<file path="src/rtl/led_matrix_scanner.sv">
// Row-multiplexed, double-buffered scanner for an N x N LED matrix driven from a flat cell vector.
// Define LED_SCAN_BLANK_EN to insert one blank tick between rows (anti-ghosting).
module led_matrix_scanner #(
    parameter int N       = 5,
    parameter int DIVIDER = 1000
) (
    input  logic           clk,
    input  logic           rst,
    input  logic           ena,
    input  logic [N*N-1:0] cells,
    input  logic           load,
    output logic [N-1:0]   rows,
    output logic [N-1:0]   cols,
    output logic           frame_start
);

    localparam int R_W = (N > 1) ? $clog2(N) : 1;
    localparam int C_W = (DIVIDER > 1) ? $clog2(DIVIDER) : 1;

`ifdef LED_SCAN_BLANK_EN
    typedef enum logic [1:0] {IDLE, DRIVE, BLANK} state_t;
`else
    typedef enum logic {IDLE, DRIVE} state_t;
`endif

    state_t         state;
    logic [R_W-1:0] r;
    logic [C_W-1:0] count;
    logic [N*N-1:0] pend;
    logic [N*N-1:0] fb;

    logic           tick;
    logic [N*N-1:0] frame_img;
    logic [R_W-1:0] r_adv;
    logic [N*N-1:0] fb_adv;
    logic [N-1:0]   rows_adv;
    logic [N-1:0]   cols_adv;
    logic           fs_adv;

    // Everything needed to step to the next row, precomputed so the outputs can be registered
    // with the values they will show rather than lagging the state by a cycle.
    always_comb begin
        // NOTE: every always_comb output gets a default first so no path can infer a latch.
        r_adv    = '0;
        fb_adv   = fb;
        rows_adv = '0;
        fs_adv   = 1'b0;
        tick      = (count == C_W'(DIVIDER - 1));
        frame_img = load ? cells : pend;
        if (r == R_W'(N - 1)) begin
            fb_adv = frame_img;
            fs_adv = 1'b1;
        end else begin
            r_adv = r + R_W'(1);
        end
        rows_adv[r_adv] = 1'b1;
        cols_adv = ~fb_adv[int'(r_adv) * N +: N];
    end

    // NOTE: sequential state uses non-blocking assignments only, so every register sees
    // pre-edge values regardless of statement order.
    always_ff @(posedge clk) begin
        if (rst) begin
            // NOTE: both image buffers are real registers and are cleared on reset, so a
            // restarted scan never shows a stale picture.
            state       <= IDLE;
            r           <= '0;
            count       <= '0;
            pend        <= '0;
            fb          <= '0;
            rows        <= '0;
            cols        <= '1;
            frame_start <= 1'b0;
        end else begin
            if (load)
                pend <= cells;
            frame_start <= 1'b0;

            if (!ena) begin
                state <= IDLE;
                r     <= '0;
                count <= '0;
                rows  <= '0;
                cols  <= '1;
            end else begin
                case (state)
                    IDLE: begin
                        // Entering the scan is a frame boundary: latch the image and show row 0.
                        state       <= DRIVE;
                        r           <= '0;
                        count       <= '0;
                        fb          <= frame_img;
                        rows        <= N'(1);
                        cols        <= ~frame_img[N-1:0];
                        frame_start <= 1'b1;
                    end
                    DRIVE: begin
                        count <= tick ? '0 : count + C_W'(1);
                        if (tick) begin
`ifdef LED_SCAN_BLANK_EN
                            state <= BLANK;
                            rows  <= '0;
                            cols  <= '1;
`else
                            r           <= r_adv;
                            fb          <= fb_adv;
                            rows        <= rows_adv;
                            cols        <= cols_adv;
                            frame_start <= fs_adv;
`endif
                        end
                    end
`ifdef LED_SCAN_BLANK_EN
                    BLANK: begin
                        count <= tick ? '0 : count + C_W'(1);
                        if (tick) begin
                            state       <= DRIVE;
                            r           <= r_adv;
                            fb          <= fb_adv;
                            rows        <= rows_adv;
                            cols        <= cols_adv;
                            frame_start <= fs_adv;
                        end
                    end
`endif
                    default: begin
                        state <= IDLE;
                        rows  <= '0;
                        cols  <= '1;
                    end
                endcase
            end
        end
    end

endmodule

</file>
<file path="config.mk">
export PLATFORM = sky130hd
export DESIGN_NAME = led_matrix_scanner
export DESIGN_NICKNAME = d
export VERILOG_FILES = /design/src/rtl/led_matrix_scanner.sv
export SDC_FILE = /design/constraint.sdc
export NUM_CORES = 1
export LEC_CHECK = 0
export ABC_AREA = 1
export BUFFER_PORTS_ARGS = -buffer_cell sky130_fd_sc_hd__buf_2
export CAP_MARGIN = 25
export CORE_UTILIZATION = 35
export DETAILED_ROUTE_END_ITERATION = 6
export GPL_ROUTABILITY_DRIVEN = 1
export PLACE_DENSITY = 0.56
export SLEW_MARGIN = 20
export SYNTH_ARGS = -nofsm -noshare
export SYNTH_HDL_FRONTEND = slang
export SYNTH_SLANG_ARGS = --single-unit
</file>
<file path="constraint.sdc">
create_clock -name clk -period 1.4 [get_ports clk]
set_input_delay 0 -clock clk [delete_from_list [all_inputs] [get_ports clk]]
set_output_delay 0 -clock clk [all_outputs]
set_load 0.01 [all_outputs]
</file>
==> metrics.yaml, run 1 <==
critPathMaxFanout: 6
die_x_um: 105
slew_violations: 0
irDropWorstVdd_v: 0.000375
utilization_pct: 48.8
place_hpwl_mm: 6.81
start_util_pct: 35.9
min_period_ns: 1.45
async_flop_share_pct: 0
synth_edf_count: 0
fillCellCount: 1078
synthFlopType: "dfxtp_1"
cts_buffer_depth: 2
synth_area_leaders: "dfxtp_1, nand2_1, nand3_1"
ctsHtreeMaxLevel: 3
p_sw_share_pct: 26.1
grt_use_total_pct: 18.5
drc: 0
power.net_switching_mw: 1.19
ys_seq_area_share_pct: 40.7
syn_area_mm2: 0.00369
period_share_pct: 104
pwr-share-clk_pct: 36.3
cp-start-kind: "register"
die-area_mm2: 0.0110
io_buffers: 39
yosys.area.top_type_share_pct: 40.7
die_h_um: 105
yosysTopAreaCell: "dfxtp_1"
grt_setup_unrepaired: "yes"
hold_class: "input port to register"
finalNetCount: 682
clock.fmax_mhz: 689
ant_nets: 0
p_leak_nw: 2.24
finalSetupViolCount: 3
multi_input_area_mm2: 0.00215
hold_viol_final: 0
power.internal_mw: 3.35
avgRoutedWirePerCell_um: 12.7
syn_nets: 601
max_slew.worst_pin.slew_ns: 0.473
routed_wl_mm: 10.0
synth_area_per_cell_um2: 6.48
root_buffer: "clkbuf_8"
gp_congestion: 0.835
violations: "setup timing"
cts_buffers: 9
yosysMostFrequentCell: "nand2_1"
status: "complete, but fails checks"
antennaDiodeCount: 0
fp-row-count: 37
cts_tree: "built"
worstHoldPathCells: 3
grt_max_degree: 32
vias: 3722
worstPathArrival_ns: 1.69
drive_gt1_share_pct: 25.8
worstHoldEndpoint: "pend[6]"
crit_required_ns: 1.64
yosysWarnings: 0
io_pins: 40
power_density_mw_per_mm2: 905
clkLatencyLatePin_ns: 0.36
path_class: "register to register"
maxCapViolCount: 0
ys_ff_latch: 75
grt_pass1_vias: 3461
regToRegStartpoint: "r[0]"
vias_per_cell: 4.71
ys_types: 24
drt_iter0_markers: 134
seq_area_mm2: 0.00151
grt_overflow: 0
layout_setup_ws_ns: -0.0505
grt_pass1_wl_mm: 16.2
relSlewSlack_pct: 68.2
drt_first_pass_iters: 4
r2r_cells: 10
p_seq_share_pct: 50.1
rr_endpoint: "cols[4]"
p_comb_share_pct: 13.6
antenna_found_initial: 0
cts_sinks: 75
areaGrowthSynthToFinish_pct: 36.1
ys_top_cells_by_count: "nand2_1, nor2_1, dfxtp_1"
power.total_mw: 4.54
reg2reg_slack_ns: -0.05
syn-instance-count: 569
fin_skew_ns: 0.0109
end_kind: "register"
clkSlewWorstSetupHoldPaths_ns: 0.07
core_area_mm2: 0.0103
holdCritStartpoint: "cells[6]"
-- final cells by class --
type	count	area share, %
tap	136	3.39
timing repair buffer	96	15.2
clock buffer	14	3.04
clock inverter	2	0.698
multi-input combinational	407	42.9
inverter	61	4.76
sequential	75	30.0
-- state kept, by name (all words and copies together) (netlist names) --
name / cells
cols: 5
count: 10
fb: 25
frame_start: 1
pend: 25
r: 3
rows: 5
state: 1
-- repair_timing --
item                                   in CTS  in global routing
setup endpoints to repair                  46                 49
pin swaps                                   4                 28
buffers inserted                            2                  2
hold buffers                               13                  0
resized for setup                          26                 77
endpoints found under the hold margin      13                  0
cloned                                      1                  3
-- power by group through the flow --
stage / Clock [mW] / Combinational (mW) / Sequential (mW)
after global routing: 1.80 / 0.695 / 2.29
final: 1.65 / 0.617 / 2.28
after global placement: 0 / 0.514 / 2.32
after CTS: 1.69 / 0.570 / 2.28
after floorplan: 0 / 0.362 / 2.32
after detailed placement: 0 / 0.523 / 2.33
-- worst max path at each step --
stage | start | cells after the start | to | slack [ns]
global placement | r[1] | 10 | cols[4] | -0.12
global route | r[0] | 11 | cols[4] | -0.11
floorplan | count[0] | 9 | fb[10] | 0.002
CTS | r[0] | 10 | cols[4] | -0.04
finish | r[0] | 10 | cols[4] | -0.05
detailed placement | r[1] | 10 | cols[4] | -0.15
-- kinds of logic after synthesis --
kind of cell	share of synthesized area, %
buffers and inverters	10.6
adders and majority gates	1.02
and+or+nand+nor	40.1
DFF	40.7
xor gates and xnor gates	0.950
AOI/OAI and AO/OA	6.68
-- metal layers --
metal	wire (um)	global-route usage (%)
met5	0	0
met4	104	8.25
met3	351	2.43
met2	4680	29.7
met1	4910	24.8
-- metrics by stage --
stage | cell area [um2] | cells | TNS (ns) | hold WS [ns] | setup WS, ns
floorplan | 3720 | 569 | 0 | 0.140 | 0.00219
global placement | 4240 | 754 | -1.50 | 0.289 | -0.123
detailed placement | 4240 | 754 | -2.63 | 0.284 | -0.149
CTS | 4690 | 786 | -0.306 | 0.00847 | -0.0352
global route | 5020 | 791 | -2.27 | 0.0444 | -0.108
finish | 5020 | 791 | -0.0730 | 0.0142 | -0.0505
-- worst max-delay path: stages, from the launching register on --
cell	delay, ns
dfxtp_2	0.36
inv_2	0.06
ha_4	0.18
nor2_2	0.12
nand2_2	0.13
nand3_4	0.15
nor2_1	0.06
nand2_2	0.06
nand3_1	0.08
nand2_1	0.10
nand2_1	0.05
-- cells in the final DEF, fill, tap and decap left out, types with 2 or more instances in the layout --
cell type and instances:
nand3_4 8, nor2_4 3, dlygate4sd3_1 13, nand2_2 17, xnor2_1 2, nor2_1 75
nand2_4 2, buf_4 28, xor2_1 2, buf_2 39, buf_6 10, nand3_1 51
o21ai_0 25, dfxtp_2 5, clkbuf_8 10, dfxtp_1 70, a21oi_1 13, nand2_1 152
nand4_1 15, inv_1 52, inv_2 5, ha_4 2, buf_8 2, clkinv_1 2
buf_12 3, nor2_2 10, nand3_2 11, o21ai_1 8, clkbuf_1 4, nand2_8 5
(Power assumes the default switching activity.)
==> run 2, diff against run 1 <==
--- a/config.mk
+++ b/config.mk
@@ -8,6 +8,7 @@
 export ABC_AREA = 1
 export BUFFER_PORTS_ARGS = -buffer_cell sky130_fd_sc_hd__buf_2
 export CAP_MARGIN = 25
+export CORE_MARGIN = 2
 export CORE_UTILIZATION = 35
 export DETAILED_ROUTE_END_ITERATION = 6
 export GPL_ROUTABILITY_DRIVEN = 1
==> metrics.yaml, run 2 (synthesis results as in run 1) <==
final_cell_mix: "nand2_1, nor2_1, dfxtp_1"
hold_viol_final: 0
cts_sinks: 75
antennaDiodeCount: 0
drive_gt1_share_pct: 27.5
grtUsageMet2_pct: 29.0
tns_ns: -0.141
maxCapViolCount: 0
worstHoldEndpoint: "pend[10]"
ctsHtreeMaxLevel: 3
worstPathArrival_ns: 1.69
finalNetCount: 686
fp-row-count: 37
fin_skew_ns: 0.0133
clock.fmax_mhz: 693
power.net_switching_mw: 1.25
clkLatencyLatePin_ns: 0.36
core_area_mm2: 0.0103
final_common_cell: "nand2_1"
io_pins: 40
hold_class: "input port to register"
grt_overflow: 0
drc: 0
clkSlewWorstSetupHoldPaths_ns: 0.07
place_hpwl_mm: 6.93
die-area_mm2: 0.0114
holdCritStartpoint: "cells[10]"
avgRoutedWirePerCell_um: 12.9
p_comb_share_pct: 14.7
p_sw_share_pct: 28.2
slew_violations: 0
routed_wl_mm: 10.2
drt_iter0_markers: 218
path_class: "register to register"
status: "complete, but fails checks"
holdWs_ns: 0.0186
crit_required_ns: 1.64
power.internal_mw: 3.18
p_seq_share_pct: 51.4
grt_setup_unrepaired: "yes"
max_slew.worst_pin.slew_ns: 0.525
relSlewSlack_pct: 65.0
grt_pass1_wl_mm: 16.5
worstHoldPathCells: 5
cts_buffers: 9
root_buffer: "clkbuf_8"
grt.busiest_layer: "met2"
regToRegStartpoint: "r[0]"
cts_buffer_depth: 2
violations: "setup timing"
gp_congestion: 0.842
grt_pass1_vias: 3520
io_buffers: 39
rr_endpoint: "cols[4]"
period_share_pct: 103
min_period_ns: 1.44
reg_top3: "fb x25, pend x25, count x10"
start_util_pct: 35.9
critPathMaxFanout: 5
grt_use_total_pct: 18.2
cp-start-kind: "register"
reg2reg_slack_ns: -0.04
die_h_um: 107
cts_tree: "built"
use_met1_pct: 24.7
finalSetupViolCount: 6
irDropWorstVdd_v: 0.000426
end_kind: "register"
vias_per_cell: 4.68
pwr-share-clk_pct: 33.9
areaGrowthSynthToFinish_pct: 36.9
gr-usage-met3_pct: 3.89
r2r_cells: 10
antenna_found_initial: 0
layout_setup_ws_ns: -0.0433
drt_first_pass_iters: 5
power_density_mw_per_mm2: 877
ant_nets: 0
grt_max_degree: 26
vias: 3719
p_leak_nw: 2.28
die_x_um: 107
==> run 2: changes by cell type in the layout (fill, tap and decap cells not counted), sizes merged <==
cell,before,now
clkinv,3,7
bufinv,1,0
buf,82,86
clkbuf,15,12
==> run 2: final cells by class <==
| class | count | area, um2 |
|---|---|---|
| fill | 1056 | 5230 |
| clock buffer | 11 | 141 |
| tap | 136 | 170 |
| sequential | 75 | 1510 |
| clock inverter | 5 | 28.8 |
| inverter | 61 | 236 |
| multi-input combinational | 407 | 2180 |
| timing repair buffer | 100 | 783 |
==> run 2: worst max-delay path by stage <==
stage	to	cells past startpoint	start	slack, ns
floorplan	fb[10]	9	count[0]	0.002
global placement	cols[3]	10	r[0]	-0.13
detailed placement	cols[3]	10	r[0]	-0.15
CTS	cols[4]	11	r[0]	-0.02
global route	cols[2]	11	r[0]	-0.12
finish	cols[4]	10	r[0]	-0.04
==> run 2: timing repair <==
item | in CTS | in global routing
gates resized for setup | 32 | 75
gates cloned | 0 | 4
buffers inserted | 2 | 4
endpoints found under the setup margin | 47 | 46
hold buffers | 13 | 0
endpoints found under the hold margin | 13 | 0
pin swaps | 8 | 25
==> run 2: per-stage QoR <==
| stage | total power [mW] | std cells | setup WS [ns] | cell area, um2 | utilization, % |
|---|---|---|---|---|---|
| floorplan | 2.68 | 569 | 0.00219 | 3720 | - |
| global placement | 2.84 | 756 | -0.132 | 4250 | 41.3 |
| detailed placement | 2.85 | 756 | -0.153 | 4250 | 41.3 |
| CTS | 4.38 | 787 | -0.0218 | 4690 | 45.6 |
| global route | 4.67 | 795 | -0.118 | 5050 | 49.1 |
| finish | 4.43 | 795 | -0.0433 | 5050 | 49.1 |
==> run 2: power by group through the flow <==
| stage | combinational (mW) | sequential (mW) | clock, mW |
|---|---|---|---|
| final | 0.649 | 2.28 | 1.50 |
| after global routing | 0.733 | 2.29 | 1.65 |
| after CTS | 0.561 | 2.28 | 1.54 |
| after detailed placement | 0.523 | 2.33 | 0 |
| after global placement | 0.512 | 2.32 | 0 |
| after floorplan | 0.362 | 2.32 | 0 |
==> run 2: critical path, stage by stage (launching register included) <==
cell and delay [ns]:
dfxtp_2 0.34, inv_2 0.08, ha_4 0.19, nand2_8 0.09
buf_4 0.18, nand2_1 0.08, nand3_1 0.08, nand2_1 0.09
nand3_1 0.08, nand2_1 0.07, nand2_1 0.06
==> run 2: routing by layer <==
| metal | share of wire [%] | wire [um] |
|---|---|---|
| met1 | 49 | 5010 |
| met2 | 45 | 4570 |
| met3 | 5.2 | 530 |
| met4 | 1.1 | 115 |
| met5 | 0 | 0 |
